## config.mk

```make
export PLATFORM = sky130hd
export DESIGN_NAME = pipe_stage_hs
export DESIGN_NICKNAME = d
export VERILOG_FILES = /design/src/rtl/pipe_pkg.sv /design/src/rtl/pipe_skid_slot.sv /design/src/rtl/pipe_stage_hs.sv
export SDC_FILE = /design/constraint.sdc
export NUM_CORES = 1
export LEC_CHECK = 0
export ABC_AREA = 0
export BUFFER_PORTS_ARGS = -buffer_cell sky130_fd_sc_hd__buf_2
export CORE_ASPECT_RATIO = 1.2
export CORE_UTILIZATION = 57
export CTS_CLUSTER_SIZE = 20
export DETAILED_ROUTE_END_ITERATION = 8
export HOLD_SLACK_MARGIN = 0.08
export PLACE_DENSITY = 0.89
export SLEW_MARGIN = 5
export SYNTH_ARGS = -nofsm -noshare
export SYNTH_HDL_FRONTEND = slang
export SYNTH_HIERARCHICAL = 1
export SYNTH_SLANG_ARGS = --single-unit
```

## constraint.sdc

```tcl
create_clock -name clk -period 3.93 [get_ports clk]
set_input_delay 0.786 -clock clk [delete_from_list [all_inputs] [get_ports clk]]
set_output_delay 0.786 -clock clk [all_outputs]
set_load 0.02 [all_outputs]
```

## src/rtl/pipe_pkg.sv

```systemverilog
// Shared types and constants for the inter-stage pipeline register.
package pipe_pkg;

    localparam int          EXC_W        = 5;
    localparam int          INSTR_W      = 32;
    localparam int          PC_W         = 32;
    localparam logic [31:0] NOP_WORD     = 32'h0000_0000;
    localparam logic [31:0] EXC_PC_DEF   = 32'h0000_4180;
    localparam logic [31:0] RESET_PC_DEF = 32'h0000_0000;

    // Fixed-width part of one pipeline entry; the payload travels alongside
    // because its width is a per-instance parameter.
    typedef struct packed {
        logic [INSTR_W-1:0] instr;
        logic [PC_W-1:0]    pc;
        logic [EXC_W-1:0]   exc;
        logic               bd;
    } entry_t;

    // Encoding doubles as the occupancy count.
    typedef enum logic [1:0] {
        ST_EMPTY = 2'd0,
        ST_ONE   = 2'd1,
        ST_TWO   = 2'd2
    } occ_state_e;

    // A faulting instruction must never reach execute as a live opcode.
    function automatic entry_t sanitise(input logic [INSTR_W-1:0] instr,
                                        input logic [PC_W-1:0]    pc,
                                        input logic [EXC_W-1:0]   exc,
                                        input logic               bd);
        entry_t e;
        e.instr = (exc != '0) ? NOP_WORD : instr;
        e.pc    = pc;
        e.exc   = exc;
        e.bd    = bd;
        return e;
    endfunction

endpackage

```

## src/rtl/pipe_skid_slot.sv

```systemverilog
// One entry register (fixed fields + payload) with load and clear.
module pipe_skid_slot
    import pipe_pkg::*;
#(
    parameter int          PAYLOAD_W = 96,
    parameter logic [31:0] RESET_PC  = RESET_PC_DEF
) (
    input  logic                 clk,
    input  logic                 reset,
    input  logic                 load,
    input  logic                 clear,
    input  entry_t               d_entry,
    input  logic [PAYLOAD_W-1:0] d_payload,
    output entry_t               q_entry,
    output logic [PAYLOAD_W-1:0] q_payload
);

    // Entry storage; clear has priority over load.
    always_ff @(posedge clk) begin
        if (reset || clear) begin
            q_entry.instr <= NOP_WORD;
            q_entry.pc    <= RESET_PC;
            q_entry.exc   <= '0;
            q_entry.bd    <= 1'b0;
            q_payload     <= '0;
        end else if (load) begin
            q_entry   <= d_entry;
            q_payload <= d_payload;
        end
    end

endmodule

```

## src/rtl/pipe_stage_hs.sv

```systemverilog
// Inter-stage pipeline register with valid/ready handshake, flush, bubble
// insertion and an optional second (skid) entry.
//
//  state    | meaning
//  ---------+---------------------------------------------
//  ST_EMPTY | no entry held, out_valid low
//  ST_ONE   | head holds the only entry
//  ST_TWO   | head plus an older-than-input skid entry; input blocked
module pipe_stage_hs
    import pipe_pkg::*;
#(
    parameter int          PAYLOAD_W = 96,
    parameter int          SKID      = 1,
    parameter logic [31:0] EXC_PC    = EXC_PC_DEF,
    parameter logic [31:0] RESET_PC  = RESET_PC_DEF
) (
    input  logic                 clk,
    input  logic                 reset,
    input  logic                 flush_req,
    input  logic                 bubble,
    input  logic                 in_valid,
    output logic                 in_ready,
    input  logic [31:0]          in_instr,
    input  logic [31:0]          in_pc,
    input  logic [4:0]           in_exc,
    input  logic                 in_bd,
    input  logic [PAYLOAD_W-1:0] in_payload,
    output logic                 out_valid,
    input  logic                 out_ready,
    output logic [31:0]          out_instr,
    output logic [31:0]          out_pc,
    output logic [4:0]           out_exc,
    output logic                 out_bd,
    output logic [PAYLOAD_W-1:0] out_payload,
    output logic [1:0]           occupancy
);

    localparam bit HAS_SKID = (SKID != 0);

    occ_state_e           state_q, state_n;
    entry_t               in_entry, head_d, head_q, skid_q;
    logic [PAYLOAD_W-1:0] head_pl_d, head_pl_q, skid_pl_q;
    logic                 head_load, skid_load, skid_clear;
    logic                 room, accept, drain, out_valid_i;

    assign out_valid_i = (state_q != ST_EMPTY);

    // With the skid entry, readiness depends only on registered state so
    // out_ready never reaches in_ready combinationally.
    assign room     = HAS_SKID ? (state_q != ST_TWO) : (~out_valid_i | out_ready);
    assign in_ready = room & ~reset & ~flush_req & ~bubble;

    assign accept   = in_valid & in_ready;
    assign drain    = out_valid_i & out_ready;
    assign in_entry = sanitise(in_instr, in_pc, in_exc, in_bd);

    // Occupancy state register.
    always_ff @(posedge clk) begin
        if (reset) state_q <= ST_EMPTY;
        else       state_q <= state_n;
    end

    // Next state and slot controls, priority flush > bubble > handshake.
    always_comb begin
        state_n    = state_q;
        head_load  = 1'b0;
        head_d     = in_entry;
        head_pl_d  = in_payload;
        skid_load  = 1'b0;
        skid_clear = 1'b0;
        if (flush_req) begin
            state_n      = ST_ONE;
            head_load    = 1'b1;
            head_d.instr = NOP_WORD;
            head_d.pc    = EXC_PC;
            head_d.exc   = '0;
            head_d.bd    = 1'b0;
            head_pl_d    = '0;
            skid_clear   = 1'b1;
        end else if (bubble) begin
            // The bubble only replaces the head when it is free this cycle;
            // a held skid entry stays queued behind it.
            if (state_q == ST_EMPTY || drain) begin
                head_load    = 1'b1;
                head_d.instr = NOP_WORD;
                head_d.pc    = in_pc;
                head_d.exc   = '0;
                head_d.bd    = in_bd;
                head_pl_d    = '0;
                if (state_q == ST_EMPTY) state_n = ST_ONE;
            end
        end else begin
            case (state_q)
                ST_EMPTY: begin
                    if (accept) begin
                        head_load = 1'b1;
                        state_n   = ST_ONE;
                    end
                end
                ST_ONE: begin
                    if (accept && drain) begin
                        head_load = 1'b1;
                    end else if (accept) begin
                        skid_load = 1'b1;
                        state_n   = ST_TWO;
                    end else if (drain) begin
                        state_n   = ST_EMPTY;
                    end
                end
                ST_TWO: begin
                    if (drain) begin
                        head_load = 1'b1;
                        head_d    = skid_q;
                        head_pl_d = skid_pl_q;
                        state_n   = ST_ONE;
                    end
                end
                default: state_n = ST_EMPTY;
            endcase
        end
    end

    pipe_skid_slot #(
        .PAYLOAD_W (PAYLOAD_W),
        .RESET_PC  (RESET_PC)
    ) u_head (
        .clk       (clk),
        .reset     (reset),
        .load      (head_load),
        .clear     (1'b0),
        .d_entry   (head_d),
        .d_payload (head_pl_d),
        .q_entry   (head_q),
        .q_payload (head_pl_q)
    );

    generate
        if (HAS_SKID) begin : g_skid
            pipe_skid_slot #(
                .PAYLOAD_W (PAYLOAD_W),
                .RESET_PC  (32'h0)
            ) u_skid (
                .clk       (clk),
                .reset     (reset),
                .load      (skid_load),
                .clear     (skid_clear),
                .d_entry   (in_entry),
                .d_payload (in_payload),
                .q_entry   (skid_q),
                .q_payload (skid_pl_q)
            );
        end else begin : g_no_skid
            assign skid_q    = '0;
            assign skid_pl_q = '0;
        end
    endgenerate

    assign out_valid   = out_valid_i;
    assign out_instr   = head_q.instr;
    assign out_pc      = head_q.pc;
    assign out_exc     = head_q.exc;
    assign out_bd      = head_q.bd;
    assign out_payload = head_pl_q;
    assign occupancy   = state_q;

endmodule
```

==> results of run 1 <==
-- Yosys cell counts, drive strengths merged --
cell,number
nor2,338
dfxtp,334
mux2i,333
a22o,133
buf,97
nand2,66
and2,32
a21oi,31
clkbuf,25
nand3b,5
inv,4
or2,4
a211oi,3
nor3,3
o21ai,2
a221o,1
a221oi,1
conb,1
nand2b,1
nand3,1
nor2b,1
nor4b,1
o21a,1
o311ai,1
or4,1
-- per-layer routing --
layer | vias to the layer above | global-route usage
met4 | 0 | 0.152
met1 | 5607 | 0.296
li1 | 5442 | -
met3 | 115 | 0.0475
met5 | - | 0
met2 | 444 | 0.479
-- where the power goes --
| group | switching [mW] | total [mW] | internal [mW] |
|---|---|---|---|
| sequential | 0.0203 | 3.44 | 3.42 |
| clock | 1.25 | 3.02 | 1.77 |
| combinational | 0.346 | 0.603 | 0.257 |
-- cell families (layout without fill, tap and decap cells) --
kind of cell	Yosys count	after routing
multiplexers	333	333
other	1	8
AND/OR/NAND/NOR	453	453
flip-flops	334	334
AO/OA/AOI/OAI	173	173
buffers and inverters	126	427
-- tightest hold or removal path, cell delays in order --
cell and delay [ns]:
buf_2 0.09, mux2i_1 0.06, nor2_1 0.07
-- cell type report --
class | instances | area share
Clock inverter | 7 | 0.00529
Timing Repair Buffer | 371 | 0.122
Tap cell | 325 | 0.0242
Clock buffer | 45 | 0.0558
Antenna cell | 7 | 0.00104
Sequential cell | 334 | 0.398
Multi-Input combinational cell | 960 | 0.392
Inverter | 4 | 0.00134
-- final timing paths --
path | end | slack [ns] | cells after the start
max | u_head/q_entry[6] | 1.12 | 8
min | g_skid.u_skid/q_payload[18] | 0.48 | 3
max reg2reg | u_head/q_entry[60] | 1.54 | 6
min reg2reg | u_head/q_payload[18] | 0.49 | 2
-- registers in the layout, summed over array words and instances (netlist names) --
name                     cells
u_head/q_entry              70
g_skid.u_skid/q_entry       70
occupancy                    2
g_skid.u_skid/q_payload     96
u_head/q_payload            96
==> flow_metrics.py, run 1 <==
metrics = {
    "synthesis": {
        "yosys_warnings": 6,
        "syn_inst": 1420,
        "syn_avg_cell_area_um2": 10.1,
        "synth_top_area_frac": 0.468,
        "synth-simple-area-share": 0.128,
        "synth_area_leaders": "dfxtp_1, mux2i_1, nor2_1",
        "muxShareOfSynthArea": 0.233,
        "synth_xor_area_frac": 0,
        "syn-num-nets": 1592,
        "synth_top_area_cell": "dfxtp_1",
        "syn_area_um2": 14300,
        "ys_seq_area_frac": 0.468,
        "synth_top_family_by_area": "multiplexers",
        "synth_cell_type_count": 31,
        "synth_compound_area_frac": 0.0980,
        "synth_fa_ha_area_frac": 0,
        "synth_seq_cells": 334,
    },
    "floorplanning": {
        "pin_count": 342,
        "start_util": 0.579,
        "die-area_um2": 25700,
        "die_w_um": 147,
        "core_um2": 24700,
        "num_rows": 63,
        "fp.dieH_um": 175,
    },
    "setup_path": {
        "critPathBufInv": 2,
        "critical_path.top_delay_family": "simple AND/OR/NAND/NOR gates",
        "r2r-start": "occupancy[1]",
        "crit_chain": "buf_2 -> nor4b_1 -> nor3_1 -> a221oi_1 -> or2_4 -> buf_4 -> mux2i_1 -> nor2_1",
        "required_ns": 4.33,
        "critical_path.startpoint": "bubble",
        "crit_type": "primary input to register",
        "cp-end-kind": "register",
        "slowest_stage": "nor4b_1",
        "slowest_delay_ns": 0.64,
        "path_max_fanout": 23,
        "cp.arrival_ns": 3.21,
        "startpoint_type": "primary input",
    },
    "layout": {
        "regArea_um2": 6690,
        "final_common_cell": "buf_2",
        "layout_common_cells": "buf_2, nor2_1, dfxtp_1",
        "finalNonFillerCells": 2053,
        "nNetsFinal": 1874,
        "fillers": 1818,
        "area_growth_pct": 17.6,
        "design_area_um2": 16800,
        "final_util": 0.681,
        "multi_input_area_um2": 6590,
        "layout-drive-gt1-share": 0.249,
    },
    "routing": {
        "vias": 11608,
        "drt-total-wl_mm": 36.0,
        "drc_errors": 0,
        "top_layer": "met4",
        "wl_met1_mm": 14.1,
        "drt_iter0_drc": 682,
        "firstDrtPassIters": 4,
        "drt-wirelength-per-cell_um": 17.6,
        "routed-wl-met3_mm": 2.13,
        "dr_wl_met2_mm": 18.0,
        "ant_nets": 0,
        "via_per_inst": 5.65,
    },
    "hold_path": {
        "hp-class": "primary input to register",
        "hp-start": "in_payload[18]",
    },
    "timing": {
        "finalSetupTns_ns": 0,
        "finalHoldWorstSlack_ns": 0.475,
        "max_freq_mhz": 356,
        "rsz0062_at_grt": "no",
        "period_share": 0.715,
        "finalCriticalPeriod_ns": 2.81,
        "hold_viol_final": 0,
        "slew_viol_final": 0,
        "clock_skew_ns": 0.0226,
        "fin_ws_ns": 1.12,
        "slew_headroom": 0.479,
        "setup_violations": 0,
        "tightestPinTransition_ns": 0.778,
    },
    "outcome": {
        "status": "completed",
    },
    "grt": {
        "antenna_found_initial": 7,
        "grt_overflow": 0,
        "grt_pass1_wl_mm": 56.5,
        "grt_max_degree": 93,
        "grt_pass1_vias": 11726,
        "track_usage": 0.267,
    },
    "pwr": {
        "power.total_mw": 7.06,
        "p_leak_nw": 7.52,
        "peakVddDrop_v": 0.000397,
        "powerDensity_nw_per_um2": 420,
    },
    "cts": {
        "cts_buffers": 31,
        "clk_pin_slew_worst_paths_ns": 0.07,
        "cts_setup_buffers": 0,
        "clk_path_buf_depth": 3,
        "hold_buffers": 0,
        "cts.root.buffer_cell": "clkbuf_16",
        "cts_sinks": 334,
        "ctsResizeCount": 0,
        "clkLatencyLatePin_ns": 0.56,
        "cts_tree": "built",
        "htreeDepth": 1,
    },
    "placed_design": {
        "dp_hpwl_mm": 23.2,
        "dp.cells": 1994,
        "dpl_cell_area_um2": 15800,
        "portBuffers": 341,
        "gp_congestion": 0.816,
        "dp_slack_ns": 0.647,
    },
    "run": {
        "cap_violations": 0,
    },
}
Note: power is estimated with default switching activity, not from simulation.
==> run 2, diff against run 1 <==
--- a/config.mk
+++ b/config.mk
@@ -8,11 +8,11 @@
 export ABC_AREA = 0
 export BUFFER_PORTS_ARGS = -buffer_cell sky130_fd_sc_hd__buf_2
 export CORE_ASPECT_RATIO = 1.2
-export CORE_UTILIZATION = 57
+export CORE_UTILIZATION = 54
 export CTS_CLUSTER_SIZE = 20
 export DETAILED_ROUTE_END_ITERATION = 8
 export HOLD_SLACK_MARGIN = 0.08
-export PLACE_DENSITY = 0.89
+export PLACE_DENSITY = 0.85
 export SLEW_MARGIN = 5
 export SYNTH_ARGS = -nofsm -noshare
 export SYNTH_HDL_FRONTEND = slang
==> constraint.sdc (replaced) <==
create_clock -name clk -period 2.8 [get_ports clk]
set_input_delay 0.56 -clock clk [delete_from_list [all_inputs] [get_ports clk]]
set_output_delay 0.56 -clock clk [all_outputs]
set_load 0.02 [all_outputs]
==> run 2 against run 1 <==
Effect of this change:
- sequential share of layout area down 0.81 points
- sequential power grew 40%
- non-clock buffer count increased by 15
- global-route usage shrank 0.66 points
- largest cell class unchanged
- total power rose by 47%
- utilization shrank 1.4 points
- clock power rose by 53%
- first-iteration DRC count is 9.5% lower
- clock skew shrank 0.0051 ns
- hold slack got worse by 0.17 ns
- wire length rose by 1.8%
==> flow_metrics.py, run 2 (synthesis gave the netlist of run 1 again) <==
metrics = {
    "outcome": {
        "status": "completed",
    },
    "layout": {
        "top_regs": "g_skid.u_skid/q_payload: 96 flops, u_head/q_payload: 96 flops",
        "finalNonFillerCells": 2079,
        "nNetsFinal": 1892,
        "layout-drive-gt1-share": 0.255,
        "final_common_cell": "buf_2",
        "design_area_um2": 17200,
        "fillers": 1956,
        "area_growth_pct": 20.1,
        "layout_common_cells": "buf_2, nor2_1, dfxtp_1",
    },
    "grt": {
        "grt_pass1_vias": 11509,
        "grt_overflow": 0,
        "grt_max_degree": 84,
        "grt_pass1_wl_mm": 57.2,
        "track_usage": 0.260,
        "antenna_found_initial": 7,
    },
    "pwr": {
        "powerDensity_nw_per_um2": 603,
        "peakVddDrop_v": 0.000505,
        "clock_power_share": 0.448,
        "p_sw_frac": 0.228,
        "p_comb_frac": 0.085,
        "p_int_mw": 7.98,
        "p_seq_frac": 0.467,
        "switchingPower_mw": 2.36,
        "p_leak_nw": 7.68,
    },
    "timing": {
        "finalHoldWorstSlack_ns": 0.305,
        "period_share": 0.783,
        "tightestPinTransition_ns": 0.530,
        "clock_skew_ns": 0.0175,
        "finalCriticalPeriod_ns": 2.19,
        "max_freq_mhz": 456,
        "hold_viol_final": 0,
        "fin_ws_ns": 0.607,
        "finalSetupTns_ns": 0,
        "slew_headroom": 0.646,
        "slew_viol_final": 0,
        "rsz0062_at_grt": "no",
        "setup_violations": 0,
    },
    "cts": {
        "cts.root.buffer_cell": "clkbuf_16",
        "clk_pin_slew_worst_paths_ns": 0.06,
        "clk_path_buf_depth": 3,
        "ctsResizeCount": 0,
        "htreeDepth": 2,
        "clkLatencyLatePin_ns": 0.50,
        "cts_sinks": 334,
        "hold_buffers": 0,
        "cts_setup_buffers": 0,
        "cts_buffers": 34,
        "cts_tree": "built",
    },
    "setup_path": {
        "required_ns": 3.23,
        "critical_path.top_delay_family": "compound AO/OA/AOI/OAI gates",
        "slowest_stage": "dfxtp_1",
        "cp-end-kind": "register",
        "crit_type": "register to register",
        "crit_chain": "mux2i_1 -> nor2_1 -> a211oi_4 -> buf_12 -> a22o_1 -> mux2i_1 -> nor2_1",
        "slowest_delay_ns": 0.56,
        "critPathBufInv": 1,
        "cp.arrival_ns": 2.63,
        "reg2reg_slack_ns": 0.61,
        "path_max_fanout": 83,
        "startpoint_type": "register",
    },
    "placed_design": {
        "portBuffers": 341,
        "dpl_cell_area_um2": 16000,
        "dp_hpwl_mm": 23.6,
        "dp_slack_ns": 0.312,
        "gp_congestion": 0.815,
        "dp.cells": 2014,
    },
    "floorplanning": {
        "start_util": 0.556,
        "num_rows": 64,
        "core_um2": 25700,
        "fp.dieH_um": 180,
        "die-area_um2": 27100,
        "die_w_um": 150,
        "pin_count": 342,
    },
    "run": {
        "cap_violations": 0,
    },
    "routing": {
        "via_per_inst": 5.61,
        "drt_iter0_drc": 617,
        "ant_nets": 0,
        "top_layer": "met4",
        "vias": 11653,
        "firstDrtPassIters": 5,
        "drt-wirelength-per-cell_um": 17.6,
        "routed-wl-met3_mm": 2.56,
        "dr_wl_met2_mm": 18.2,
        "drt-total-wl_mm": 36.7,
        "drc_errors": 0,
        "wl_met1_mm": 14.2,
    },
    "hold_path": {
        "hp-class": "primary input to register",
    },
}
run 2: cell types whose count changed in the layout (fill, tap and decap cells not counted):
cell / before / now
clkinv_4: 0 / 1
clkbuf_1: 3 / 8
clkbuf_16: 31 / 35
buf_4: 20 / 25
clkbuf_8: 11 / 5
bufinv_16: 2 / 4
buf_12: 10 / 20
run 2: layout make-up:
type | count | area [um^2] | area share
multi-input cells | 960 | 6590 | 0.384
flip-flops and latches | 334 | 6690 | 0.390
inverters | 4 | 22.5 | 0.00131
clock inverters | 10 | 158 | 0.00919
diodes | 7 | 17.5 | 0.00102
clock buffers | 48 | 975 | 0.0568
well taps | 330 | 413 | 0.0241
repair buffers | 386 | 2290 | 0.134
run 2: path summary, 6_finish.rpt:
check	startpoint	endpoint	cells past startpoint
max	occupancy[1]	u_head/q_payload[1]	7
min	in_payload[23]	g_skid.u_skid/q_payload[23]	3
max reg2reg	occupancy[1]	u_head/q_payload[1]	7
min reg2reg	u_head/q_payload[35]	u_head/q_payload[35]	2
run 2: worst reg2reg max path, cell delays in order, from the launching register on:
cell	delay, ns
dfxtp_1	0.56
mux2i_1	0.23
nor2_1	0.08
a211oi_4	0.36
buf_12	0.35
a22o_1	0.38
mux2i_1	0.08
nor2_1	0.09
run 2: per-layer routing:
metal  vias up  global-route usage
li1       5473                   -
met1      5592               0.299
met2       467               0.438
met3       121              0.0590
met4         0               0.149
met5         -                   0
run 2: power by group through the flow:
stage,registers [mW],clock network [mW],logic [mW]
2_1_floorplan,4.98,0,0.544
3_3_place_gp,4.93,0,0.861
3_5_place_dp,4.93,0,0.873
4_1_cts,4.83,4.71,0.881
5_1_grt,4.83,4.90,0.940
6_report,4.83,4.63,0.884
run 2: stage by stage:
step | util | total power, mW
after floorplan | - | 5.52
after global placement | 0.623 | 5.79
after detailed placement | 0.623 | 5.81
after CTS | 0.667 | 10.4
after global routing | 0.667 | 10.7
final | 0.667 | 10.3
==> run 3, diff against run 2 <==
==> constraint.sdc (replaced) <==
create_clock -name clk -period 2.2 [get_ports clk]
set_input_delay 0.44 -clock clk [delete_from_list [all_inputs] [get_ports clk]]
set_output_delay 0.44 -clock clk [all_outputs]
set_load 0.02 [all_outputs]
==> run 3 against run 2 <==
Effect of this change:
- clock power is 29% higher
- sequential share of layout area is 0.82 points lower
- fmax is 12% higher
- total power is 29% higher
- count of clock-buffer cells in the layout is 8 higher
- wire length is 0.51% higher
- final cell count is 1.1% higher
- critical path type unchanged
- critical endpoint is now u_head/q_payload[15]
==> flow_metrics.py, run 3 (synthesis gave the netlist of run 1 again) <==
metrics = {
    "setup_path": {
        "critical_path.top_delay_family": "buffers and inverters",
        "worst-path-stages": 8,
        "cp-endpoint": "u_head/q_payload[15]",
        "slowest_stage": "dfxtp_2",
        "r2r_cells": 8,
        "slowest_delay_ns": 0.45,
        "crit_type": "register to register",
        "r2r-end": "u_head/q_payload[15]",
        "startpoint_type": "register",
        "path_max_fanout": 32,
        "crit_chain": "mux2i_1 -> nor2_1 -> a211oi_4 -> buf_12 -> buf_12 -> a22o_1 -> mux2i_1 -> nor2_1",
        "r2r-start": "occupancy[1]",
        "critPathBufInv": 2,
        "reg2reg_slack_ns": 0.23,
        "cp-end-kind": "register",
        "critical_path.startpoint": "occupancy[1]",
        "cp.arrival_ns": 2.40,
        "required_ns": 2.63,
    },
    "cts": {
        "cts.root.buffer_cell": "clkbuf_16",
        "clkLatencyLatePin_ns": 0.50,
        "clk_pin_slew_worst_paths_ns": 0.06,
        "clk_path_buf_depth": 3,
        "cts_sinks": 334,
        "htreeDepth": 2,
        "cts_tree": "built",
        "cts_buffers": 34,
        "hold_buffers": 0,
    },
    "layout": {
        "finalNonFillerCells": 2102,
        "design_area_um2": 17500,
        "final_common_cell": "buf_2",
        "area_growth_pct": 22.7,
        "layout-drive-gt1-share": 0.265,
        "layout_common_cells": "buf_2, nor2_1, mux2i_1, dfxtp_1, a22o_1",
        "final_util": 0.682,
        "fillers": 1887,
        "top_regs": "g_skid.u_skid/q_payload: 96 flops, u_head/q_payload: 96 flops",
        "nNetsFinal": 1911,
    },
    "pwr": {
        "powerDensity_nw_per_um2": 759,
        "p_int_mw": 10.3,
        "switchingPower_mw": 3.00,
        "clock_power_share": 0.448,
        "power.total_mw": 13.3,
        "p_sw_frac": 0.225,
        "peakVddDrop_v": 0.000669,
        "p_comb_frac": 0.090,
        "p_leak_nw": 7.86,
        "p_seq_frac": 0.462,
    },
    "timing": {
        "clock_skew_ns": 0.00789,
        "hold_viol_final": 0,
        "finalCriticalPeriod_ns": 1.97,
        "setup_violations": 0,
        "period_share": 0.894,
        "slew_viol_final": 0,
        "finalSetupTns_ns": 0,
        "max_freq_mhz": 509,
        "rsz0062_at_grt": "no",
    },
    "floorplanning": {
        "die-area_um2": 27100,
        "pin_count": 342,
        "num_rows": 64,
        "core_um2": 25700,
        "fp.dieH_um": 180,
        "die_w_um": 150,
        "start_util": 0.556,
    },
    "routing": {
        "via_per_inst": 5.57,
        "firstDrtPassIters": 5,
        "ant_nets": 0,
        "drt-total-wl_mm": 36.9,
        "drt-wirelength-per-cell_um": 17.5,
        "drc_errors": 0,
        "drt_iter0_drc": 450,
        "vias": 11710,
    },
    "grt": {
        "antenna_found_initial": 9,
        "grt_overflow": 0,
        "grt_pass1_wl_mm": 58.0,
        "grt_max_degree": 75,
        "grt_pass1_vias": 11872,
        "track_usage": 0.265,
    },
    "placed_design": {
        "gp_congestion": 0.837,
        "dp_hpwl_mm": 24.3,
        "portBuffers": 341,
        "dpl_cell_area_um2": 16300,
        "dp.cells": 2033,
    },
    "run": {
        "cap_violations": 0,
    },
    "outcome": {
        "status": "completed",
    },
    "hold_path": {
        "hp-class": "primary input to register",
    },
}
==> run 3: cell count changes in the layout (fill, tap and decap cells not counted), sizes merged <==
cell    delta
clkinv     -3
bufinv     -2
diode      +1
clkbuf     +8
buf       +19
==> run 3: power by group through the flow <==
stage	Sequential (mW)	Clock, mW	Combinational (mW)
CTS	6.14	6.05	1.19
global placement	6.27	0	1.16
floorplan	6.34	0	0.692
global route	6.15	6.30	1.27
detailed placement	6.28	0	1.18
finish	6.14	5.96	1.20
==> run 3: how the worst min path moves through the flow <==
stage,cells past startpoint,startpoint,slack [ns],to
after global placement,2,u_head/q_payload[16],0.47,u_head/q_payload[16]
after CTS,3,in_payload[75],0.17,g_skid.u_skid/q_payload[75]
after detailed placement,2,u_head/q_payload[44],0.48,u_head/q_payload[44]
after floorplan,2,g_skid.u_skid/q_entry[0],0.46,g_skid.u_skid/q_entry[0]
final,3,in_payload[17],0.19,g_skid.u_skid/q_payload[17]
after global routing,3,in_payload[77],0.19,g_skid.u_skid/q_payload[77]
==> run 3: stage by stage <==
stage	worst slack (ns)	hold WS, ns
finish	0.234	0.190
global route	0.116	0.186
CTS	0.0687	0.173
detailed placement	-0.0953	0.477
global placement	-0.0185	0.465
floorplan	0.0660	0.460
==> run 3: timing repair <==
action / 4_1_cts / 5_1_grt
gates resized for setup: 0 / 1
buffers inserted: 0 / 0
endpoints found under the setup margin: 0 / 13
==> run 3: metal layers <==
metal	share of wire	routed length, um	global-route usage	vias to the layer above
li1	-	-	-	5523
met2	0.50	18400	0.464	423
met1	0.39	14400	0.294	5642
met3	0.066	2420	0.0595	120
met5	0.00027	10	0	-
met4	0.044	1630	0.138	2
==> run 3: tightest hold or removal path, cell delays in order <==
cell and delay [ns]:
buf_2 0.09, mux2i_1 0.06, nor2_1 0.07
==> run 3: area by class of cell <==
type	count	area, um^2	share of cell area
Tap cell	330	413	0.0236
Sequential cell	334	6690	0.382
Multi-Input combinational cell	960	6590	0.376
Clock buffer	56	1100	0.0626
Clock inverter	5	78.8	0.00450
Timing Repair Buffer	405	2610	0.149
Inverter	4	22.5	0.00129
Antenna cell	8	20.0	0.00114
